**src/rtl/seg_scan_pkg.sv**
```systemverilog
// Shared types and constants for the 7-segment scan driver.
// Segment vectors are {g,f,e,d,c,b,a}, active low.
package seg_scan_pkg;

    typedef enum logic [1:0] {
        IDLE  = 2'd0,
        BLANK = 2'd1,
        SHOW  = 2'd2
    } scan_state_e;

    localparam logic [6:0] SEG_OFF  = 7'h7F;
    localparam logic [6:0] SEG_DASH = 7'h3F;

    localparam int unsigned BLANK_CNT_W = 8;

    // Entry n is the glyph for value n; 10..15 are not BCD and render as a dash.
    localparam logic [15:0][6:0] SEG_GLYPHS = {
        SEG_DASH, SEG_DASH, SEG_DASH, SEG_DASH, SEG_DASH, SEG_DASH,
        7'h10, 7'h00, 7'h78, 7'h02, 7'h12,
        7'h19, 7'h30, 7'h24, 7'h79, 7'h40
    };

endpackage

```
**src/rtl/bcd_to_seg7.sv**
```systemverilog
// Combinational BCD digit to active-low 7-segment glyph decoder.
module bcd_to_seg7
    import seg_scan_pkg::*;
(
    input  logic [3:0] i_bcd,
    output logic [6:0] o_seg_n
);

    assign o_seg_n = SEG_GLYPHS[i_bcd];

endmodule

```
**src/rtl/seg_scan_driver.sv**
```systemverilog
// Time-multiplexed common-anode 7-segment scanner with inter-digit blanking.
// Optional build macro: LEADING_ZERO_BLANK_EN (suppress leading zero digits).
//
//   state | meaning
//   ------+------------------------------------------------------------
//   IDLE  | after reset, all outputs off, waiting for the first tick
//   BLANK | anodes off for BLANK_CYCLES cycles after each digit switch
//   SHOW  | anode idx driven low, segments from snapshot digit idx
module seg_scan_driver
    import seg_scan_pkg::*;
#(
    parameter int NUM_DIGITS   = 4,
    parameter int BLANK_CYCLES = 16
) (
    input  logic                    clk,
    input  logic                    rst,
    input  logic                    tick_in,
    input  logic [4*NUM_DIGITS-1:0] bcd_in,
    input  logic [NUM_DIGITS-1:0]   dp_in,
    output logic [NUM_DIGITS-1:0]   an_n,
    output logic [6:0]              seg_n,
    output logic                    dp_n,
    output logic                    frame_done
);

    localparam int IDX_W = $clog2(NUM_DIGITS);
    localparam logic [IDX_W-1:0]       LAST_IDX   = IDX_W'(NUM_DIGITS - 1);
    localparam logic [BLANK_CNT_W-1:0] BLANK_LOAD = BLANK_CNT_W'(BLANK_CYCLES - 1);

    scan_state_e                  r_state;
    scan_state_e                  w_state_nxt;
    logic [IDX_W-1:0]             r_idx;
    logic [IDX_W-1:0]             w_idx_nxt;
    logic [BLANK_CNT_W-1:0]       r_blank_cnt;
    logic [BLANK_CNT_W-1:0]       w_blank_cnt_nxt;
    logic [NUM_DIGITS-1:0][3:0]   r_snap_bcd;
    logic [NUM_DIGITS-1:0]        r_snap_dp;
    logic                         w_snap_load;
    logic                         w_frame_done_nxt;
    logic [NUM_DIGITS-1:0]        w_an_n_nxt;
    logic [6:0]                   w_seg_n_nxt;
    logic                         w_dp_n_nxt;
    logic [NUM_DIGITS-1:0]        w_lz_blank;
    logic [3:0]                   w_sel_bcd;
    logic                         w_sel_dp;
    logic [6:0]                   w_glyph;

    assign w_sel_bcd = r_snap_bcd[r_idx];
    assign w_sel_dp  = r_snap_dp[r_idx];

    bcd_to_seg7 u_bcd_to_seg7 (
        .i_bcd   (w_sel_bcd),
        .o_seg_n (w_glyph)
    );

`ifdef LEADING_ZERO_BLANK_EN
    // A digit is suppressed while it and every digit above it are zero without dp.
    always_comb begin : lz_mask
        logic w_run_zero;
        w_run_zero = 1'b1;
        w_lz_blank = '0;
        for (int i = NUM_DIGITS - 1; i >= 1; i--) begin
            w_run_zero    = w_run_zero & (r_snap_bcd[i] == 4'd0) & ~r_snap_dp[i];
            w_lz_blank[i] = w_run_zero;
        end
    end
`else
    assign w_lz_blank = '0;
`endif

    always_comb begin
        w_state_nxt      = r_state;
        w_idx_nxt        = r_idx;
        w_blank_cnt_nxt  = r_blank_cnt;
        w_snap_load      = 1'b0;
        w_frame_done_nxt = 1'b0;

        unique case (r_state)
            IDLE: begin
                if (tick_in) begin
                    w_snap_load     = 1'b1;
                    w_idx_nxt       = '0;
                    w_blank_cnt_nxt = BLANK_LOAD;
                    w_state_nxt     = BLANK;
                end
            end
            BLANK: begin
                if (r_blank_cnt == '0) begin
                    w_state_nxt = SHOW;
                end else begin
                    w_blank_cnt_nxt = r_blank_cnt - BLANK_CNT_W'(1);
                end
            end
            SHOW: begin
                if (tick_in) begin
                    if (r_idx == LAST_IDX) begin
                        w_idx_nxt        = '0;
                        w_frame_done_nxt = 1'b1;
                        w_snap_load      = 1'b1;
                    end else begin
                        w_idx_nxt = r_idx + IDX_W'(1);
                    end
                    w_blank_cnt_nxt = BLANK_LOAD;
                    w_state_nxt     = BLANK;
                end
            end
            default: begin
                w_state_nxt = IDLE;
            end
        endcase

        // Entering or staying in SHOW never moves idx or the snapshot, so the
        // current selection already describes the next displayed digit.
        w_an_n_nxt  = '1;
        w_seg_n_nxt = SEG_OFF;
        w_dp_n_nxt  = 1'b1;
        if ((w_state_nxt == SHOW) && !w_lz_blank[r_idx]) begin
            w_an_n_nxt  = ~(NUM_DIGITS'(1) << r_idx);
            w_seg_n_nxt = w_glyph;
            w_dp_n_nxt  = ~w_sel_dp;
        end
    end

    always_ff @(posedge clk) begin
        if (rst) begin
            r_state     <= IDLE;
            r_idx       <= '0;
            r_blank_cnt <= '0;
            r_snap_bcd  <= '0;
            r_snap_dp   <= '0;
            an_n        <= '1;
            seg_n       <= SEG_OFF;
            dp_n        <= 1'b1;
            frame_done  <= 1'b0;
        end else begin
            r_state     <= w_state_nxt;
            r_idx       <= w_idx_nxt;
            r_blank_cnt <= w_blank_cnt_nxt;
            if (w_snap_load) begin
                r_snap_bcd <= bcd_in;
                r_snap_dp  <= dp_in;
            end
            an_n        <= w_an_n_nxt;
            seg_n       <= w_seg_n_nxt;
            dp_n        <= w_dp_n_nxt;
            frame_done  <= w_frame_done_nxt;
        end
    end

endmodule

```
**config.mk**
```make
export PLATFORM = sky130hd
export DESIGN_NAME = seg_scan_driver
export DESIGN_NICKNAME = d
export VERILOG_FILES = /design/src/rtl/seg_scan_pkg.sv /design/src/rtl/bcd_to_seg7.sv /design/src/rtl/seg_scan_driver.sv
export SDC_FILE = /design/constraint.sdc
export NUM_CORES = 1
export LEC_CHECK = 0
export ABC_AREA = 1
export ABC_CLOCK_PERIOD_IN_PS = 1600
export BUFFER_PORTS_ARGS = -buffer_cell sky130_fd_sc_hd__buf_4
export CAP_MARGIN = 20
export CORE_ASPECT_RATIO = 1.2
export CORE_MARGIN = 2
export CORE_UTILIZATION = 55
export DETAILED_ROUTE_END_ITERATION = 12
export GPL_TIMING_DRIVEN = 0
export HOLD_SLACK_MARGIN = 0.08
export PLACE_DENSITY = 0.78
export SYNTH_ARGS = -nofsm -noshare
export SYNTH_HDL_FRONTEND = slang
export SYNTH_SLANG_ARGS = --single-unit
```
**constraint.sdc**
```tcl
create_clock -name clk -period 1.6 [get_ports clk]
set_input_delay 0.24 -clock clk [delete_from_list [all_inputs] [get_ports clk]]
set_output_delay 0.24 -clock clk [all_outputs]
set_load 0.01 [all_outputs]
```
## Word-level counts from Yosys, hierarchy flattened

Memories as Yosys holds them, arrays and structs flattened. A register that Yosys moved wholly into a read port is not among the register bits.
Index checks and enable logic that the tools add are counted.
Widths: inputs -> output; s select.

- Memories: 1
- Input port bits: 23
- Memory bits (read-only): 112
- Register bits: 38
- Output and inout port bits: 13

Memory list:

| memory | words | bits a word | rd ports | clocked after Yosys merged registers in | wr ports | RTL line | text |
|---|---|---|---|---|---|---|---|
| (name not given) | 16 | 7 | 1 | 1 | 0 | bcd_to_seg7.sv:9 | `assign o_seg_n = SEG_GLYPHS[i_bcd];` |

- Mux-type cells: 20
- Order comparisons: 1
- Bitwise logic cells: 4
- Shift-type cells: 1
- Equality and inequality tests: 8
- Add/subtract/negate cells: 2
- Reductions and logical operators: 11

Operators by type and width:

| kind | count |
|---|---|
| $mux 8 | 2 |
| $pmux 8 s2 | 1 |
| $mux 2 | 5 |
| $bmux 4 s2 | 1 |
| $logic_not 8->1 | 1 |
| $pmux 2 s2 | 2 |
| $sub 8x1->8 const B | 1 |
| $eq 2x2->1 const B | 3 |
| $ne 2x2->1 const B | 3 |
| $reduce_and 3->1 | 2 |
| $reduce_or 2->1 | 3 |
| $mux 1 | 5 |
| $bmux 1 s2 | 2 |
| $mux 4 | 1 |
| $not 4->4 | 1 |
| $reduce_bool 2->1 | 2 |
| $shl 1x2->4 const A | 1 |
| $lt 2x3->1 const B | 1 |
| $not 1->1 | 3 |
| $add 2x1->2 const B | 1 |
| $eq 2x1->1 const B | 1 |
| $logic_not 2->1 | 1 |
| $ne 2x1->1 const B | 1 |
| $pmux 1 s2 | 1 |
| other kinds (2) | 2 |

## Longest topological paths before layout

- Word-level depth: 7
- Depth in mapped cells: 11

## Cells and area by module

From an unflattened synthesis, not the netlist that was laid out.

- Cell total of the unflattened synthesis: 288
- Area total of the unflattened synthesis: 2092.0 µm²

Modules (own cells, without submodules):

| module | sequential area each (µm²) | times used | cells each | area an instance (µm²) |
|---|---|---|---|---|
| seg_scan_driver | 900.9 | 1 | 253 | 1904.3 |
| bcd_to_seg7 | 0.0 | 1 | 35 | 187.7 |

## Worst setup path after synthesis

Ideal clock, no wire load.

- Path type: register -> register
- From: register r_idx[0]
- To: register seg_n[5]
- Stages on the path, launching flop included: 11
- Setup time: 121 ps
- Arrival: 1373 ps
- Slack: 106 ps
- Period minus slack after synthesis: 1494 ps
- Buffers on the path: 1
- Path through: dfxtp_1 > inv_2 > buf_6 > nand2_1 > nand3_1 > nand2_1 > inv_1 > ha_1 > or2_1 > nand3_1 > nand2_1

- Cells in the longest elaborated chain, start to end: 6
- Elaborated cells between the ends (all ways): 8
- Classes of those cells: mux (4); bitwise (1); reduce/logical (3)

RTL lines:

| item | RTL line | text |
|---|---|---|
| from (decl) | seg_scan_driver.sv:32 | `logic [IDX_W-1:0] r_idx;` |
| from (signal assigned) | seg_scan_driver.sv:137 | `r_idx <= w_idx_nxt;` |
| $bmux 1 s2 | seg_scan_driver.sv:117 | `if ((w_state_nxt == SHOW) && !w_lz_blank[r_idx]) begin` |
| $mux 1 (implied by the code) | seg_scan_driver.sv:117 |  |
| $logic_not 1->1 | seg_scan_driver.sv:117 |  |
| $logic_and 1x1->1 | seg_scan_driver.sv:117 |  |
| $not 1->1 (no line) | n/a |  |
| $reduce_or 2->1 (no line) | n/a |  |
| to (decl) | seg_scan_driver.sv:21 | `output logic [6:0] seg_n,` |

Parallel ways exist; a longest one is shown, timed or not. The select of a mux whose other input is x is not followed.
A chain may end at the register's enable or synchronous reset.

## Final worst setup path

- From: register r_blank_cnt[0]
- To: register an_n[0]

- Cells in the longest elaborated chain, start to end: 7

RTL lines:

| item | RTL line | text |
|---|---|---|
| from (decl) | seg_scan_driver.sv:34 | `logic [BLANK_CNT_W-1:0] r_blank_cnt;` |
| from (signal assigned) | seg_scan_driver.sv:138 | `r_blank_cnt <= w_blank_cnt_nxt;` |
| $logic_not 8->1 | seg_scan_driver.sv:88 | `if (r_blank_cnt == '0) begin` |
| $mux 2 | seg_scan_driver.sv:88 |  |
| $pmux 2 s2 | seg_scan_driver.sv:78 | `unique case (r_state)` |
| $eq 2x2->1 | seg_scan_driver.sv:117 |  |
| $logic_and 1x1->1 | seg_scan_driver.sv:117 |  |
| $not 1->1 (no line) | n/a |  |
| $reduce_or 2->1 (no line) | n/a |  |
| to (signal assigned) | seg_scan_driver.sv:143 | `an_n <= w_an_n_nxt;` |
| to (decl) | seg_scan_driver.sv:20 | `output logic [NUM_DIGITS-1:0] an_n,` |

Every way passes these cells.

==> run_results.csv <==
group,metric,value,unit
sta,relSlewSlack,75.8,%
placed_design,port_buffers,34,
final_layout,fin_nets,357,
critical_path,critPathRequiredTime,1770,ps
critical_path,crit_buf_inv,2,
cts,clockRootBuffer,"clkbuf_8",
critical_path,rr_worst_depth,9,
global_routing,track_usage,20.6,%
die,initial_core_util,57.5,%
final_layout,antennaDiodeCount,0,
routing,vias,1859,
placed_design,globalplace.congestion,0.911,
yosys,synth_fp_nets,312,
die,rows,24,
yosys,ys_ff_latch,45,
routing,ant_nets,0,
hold_path,hp-start,"dp_in[0]",
sta,hold_violations,0,
cts,clk_pin_slew,80,ps
global_routing,grt_max_degree,13,
sta,tns,0,ps
die,die_w,60.5,um
cts,clkSinkCount,45,
yosys,syn_area,2110,um^2
final_layout,final_common_cell,"nand2_1",
routing,routedWlPerCell,11.7,um
critical_path,cp_cell_sequence,"inv_2 > ha_4 > nand3_2 > nor2_4 > nand2_2 > o31ai_2 > nand2_2 > clkinvlp_4 > nand2_1",
sta,maxSlewViolCount,0,
critical_path,worst_setup_path_end_kind,"flop",
yosys,synth_edf_count,0,
power,ir_drop,0.621,mV
yosys,netlist_instances,278,
final_layout,drive_above_1_share,25.6,%
cts,cts_made_buffers,5,
hold_path,worstHoldEndpoint,"r_snap_dp[0]$_SDFFE_PP0P_",
critical_path,crit_fanout,8,
hold_path,whs_path_depth,3,
critical_path,cpMostUsedCell,"nand2_2",
routing,drt_wl_total,4.39,mm
critical_path,cpPeakStageDelay,320,ps
global_routing,grt_pass1_wl,6.85,mm
yosys,async_reset_ff_share,0,%
sta,setup_viol,0,
power,p_leak,1.18,nW
sta,finClkSkew,11.0,ps
final_layout,nFillCells,341,
sta,fin_ws,66.6,ps
die,ios,36,
critical_path,cp_slowest_cell,"dfxtp_1",
run,maxCapViolations,0,
power,power.density,969,nW/um^2
global_routing,antenna_found_initial,0,
routing,drc_errors,0,
cts,insertion_delay,290,ps
global_routing,grt-ovfl-total,0,
sta,tightest_slew,363,ps
final_layout,area_delta_synth_final,23.7,%
die,core,3660,um^2
cts,cts_buffer_depth,2,
global_routing,grt_pass1_vias,1612,
placed_design,dp_worst_setup_slack,-125,ps
routing,drt_pass1_iterations,4,
yosys,yosysWarnings,0,
sta,fin_crit_sh,95.8,%
routing,first_iter_violations,76,
yosys,yosysUniqueCellTypes,29,
critical_path,critPathArrivalTime,1700,ps
yosys,syn_avg_cell_area,7.57,um^2
critical_path,r2r_start,"r_blank_cnt[0]$_SDFFE_PP0P_",
die,die_h,71.8,um
placed_design,dp_hpwl,2.97,mm
sta,period_minus_slack,1530,ps
final_layout,mostFrequentLayoutCells,"nand2_1, dfxtp_1, buf_4",
sta,max_freq,652,MHz
routing,vias_per_cell,4.94,
critical_path,ff2ff_setup_slack,70,ps
cts,postCtsHoldBufs,0,
yosys,ys.flop_type,"dfxtp_1",
hold_path,worst_hold_path_type,"in -> reg",
cts,cts_tree,"yes",
cts,cts.htree.levels,2,
critical_path,worst_r2r_endpoint,"an_n[0]$_SDFF_PP1_",
critical_path,crit_type,"reg -> reg",
critical_path,startpoint_type,"flop",
yosys,ys_seq_area_share,42.8,%
status,status,"finished, final reports clean",
die,die-area,4340,um^2
critical_path,critPathTopFamily,"simple AND/OR/NAND/NOR gates",
-- through the flow --
stage | instances | power (mW) | utilization [%] | instance area [um^2] | hold slack (ps)
2_1_floorplan | 278 | 1.69 | - | 2110 | 368
3_3_place_gp | 364 | 1.82 | 66.2 | 2430 | 475
3_5_place_dp | 364 | 1.83 | 66.2 | 2430 | 481
4_1_cts | 374 | 2.50 | 69.0 | 2530 | 176
5_1_grt | 376 | 2.68 | 71.1 | 2610 | 185
6_report | 376 | 2.52 | 71.1 | 2610 | 180
-- kinds of logic after synthesis --
logic type                 share of synthesized area [%]
and+or+nand+nor                                     23.5
AOI/OAI and AO/OA                                   16.0
buffers and inverters                               9.92
DFF                                                 42.8
adders and majority gates                           6.54
xor gates and xnor gates                            1.25
-- Yosys cell counts, types with 3 or more instances --
cell | count | share of area [%]
nor2_1 | 13 | 2.3
dfxtp_1 | 45 | 43
nor2_4 | 4 | 2.1
o22ai_1 | 3 | 0.89
nand2_2 | 6 | 1.8
o21ai_0 | 26 | 6.2
inv_1 | 39 | 7.0
o21ai_1 | 3 | 0.71
nand3_1 | 20 | 4.8
buf_2 | 5 | 1.2
ha_1 | 11 | 6.5
nand2_1 | 55 | 9.8
a21oi_1 | 27 | 6.4
-- final cells by class --
class                   count  area, um^2  share of cell area (%)
multi-input cells         182        1050                    40.3
clock buffers               8        80.1                    3.07
flip-flops and latches     45         908                    34.9
plain buffers               8        46.3                    1.78
repair buffers             39         290                    11.1
well taps                  52        65.1                    2.50
inverters                  42         164                    6.29
-- worst reg2reg max path: stages (launching register included) --
cell        delay [ps]
dfxtp_1            320
inv_2              120
ha_4               150
nand3_2            120
nor2_4             150
nand2_2             70
o31ai_2             80
nand2_2            150
clkinvlp_4         170
nand2_1             90
-- per-layer routing --
layer / routed length [um] / global-route usage [%]
met2: 2330 / 35.9
met1: 1820 / 24.5
met3: 155 / 4.33
met5: 0 / 0
met4: 92 / 7.25
-- worst max-delay path by stage --
| stage | endpoint | depth (start not counted) | slack, ps | start |
|---|---|---|---|---|
| floorplan | seg_n[5]$_SDFF_PP1_ | 10 | 110 | r_idx[0]$_SDFFE_PP0P_ |
| global placement | seg_n[5]$_SDFF_PP1_ | 10 | -110 | r_idx[0]$_SDFFE_PP0P_ |
| detailed placement | seg_n[5]$_SDFF_PP1_ | 10 | -130 | r_idx[0]$_SDFFE_PP0P_ |
| CTS | seg_n[5]$_SDFF_PP1_ | 8 | 8 | r_idx[1]$_SDFFE_PP0P_ |
| global route | seg_n[4]$_SDFF_PP1_ | 9 | -30 | r_idx[0]$_SDFFE_PP0P_ |
| finish | an_n[0]$_SDFF_PP1_ | 9 | 70 | r_blank_cnt[0]$_SDFFE_PP0P_ |
-- sequential cells by signal, indices dropped and copies added, names as in the netlist --
signal       flops
seg_n            7
r_blank_cnt      8
r_snap_dp        4
an_n             4
dp_n             1
r_state          2
r_snap_bcd      16
r_idx            2
frame_done       1
-- report_power, final --
part	total (mW)	leakage, nW	internal (mW)	switching [mW]
Sequential	1.27	0.371	1.21	0.0588
Combinational	0.601	0.773	0.249	0.353
Clock	0.657	0.0395	0.310	0.346
Total	2.52	1.18	1.77	0.758
-- timing repair --
item	4_1_cts	5_1_grt
endpoints found under the hold margin	0	0
resized for setup	4	19
cloned	0	1
endpoints found under the setup margin	9	31
setup buffers	2	2
pin swaps	1	5
No activity file was read; power rests on OpenSTA's default activity.
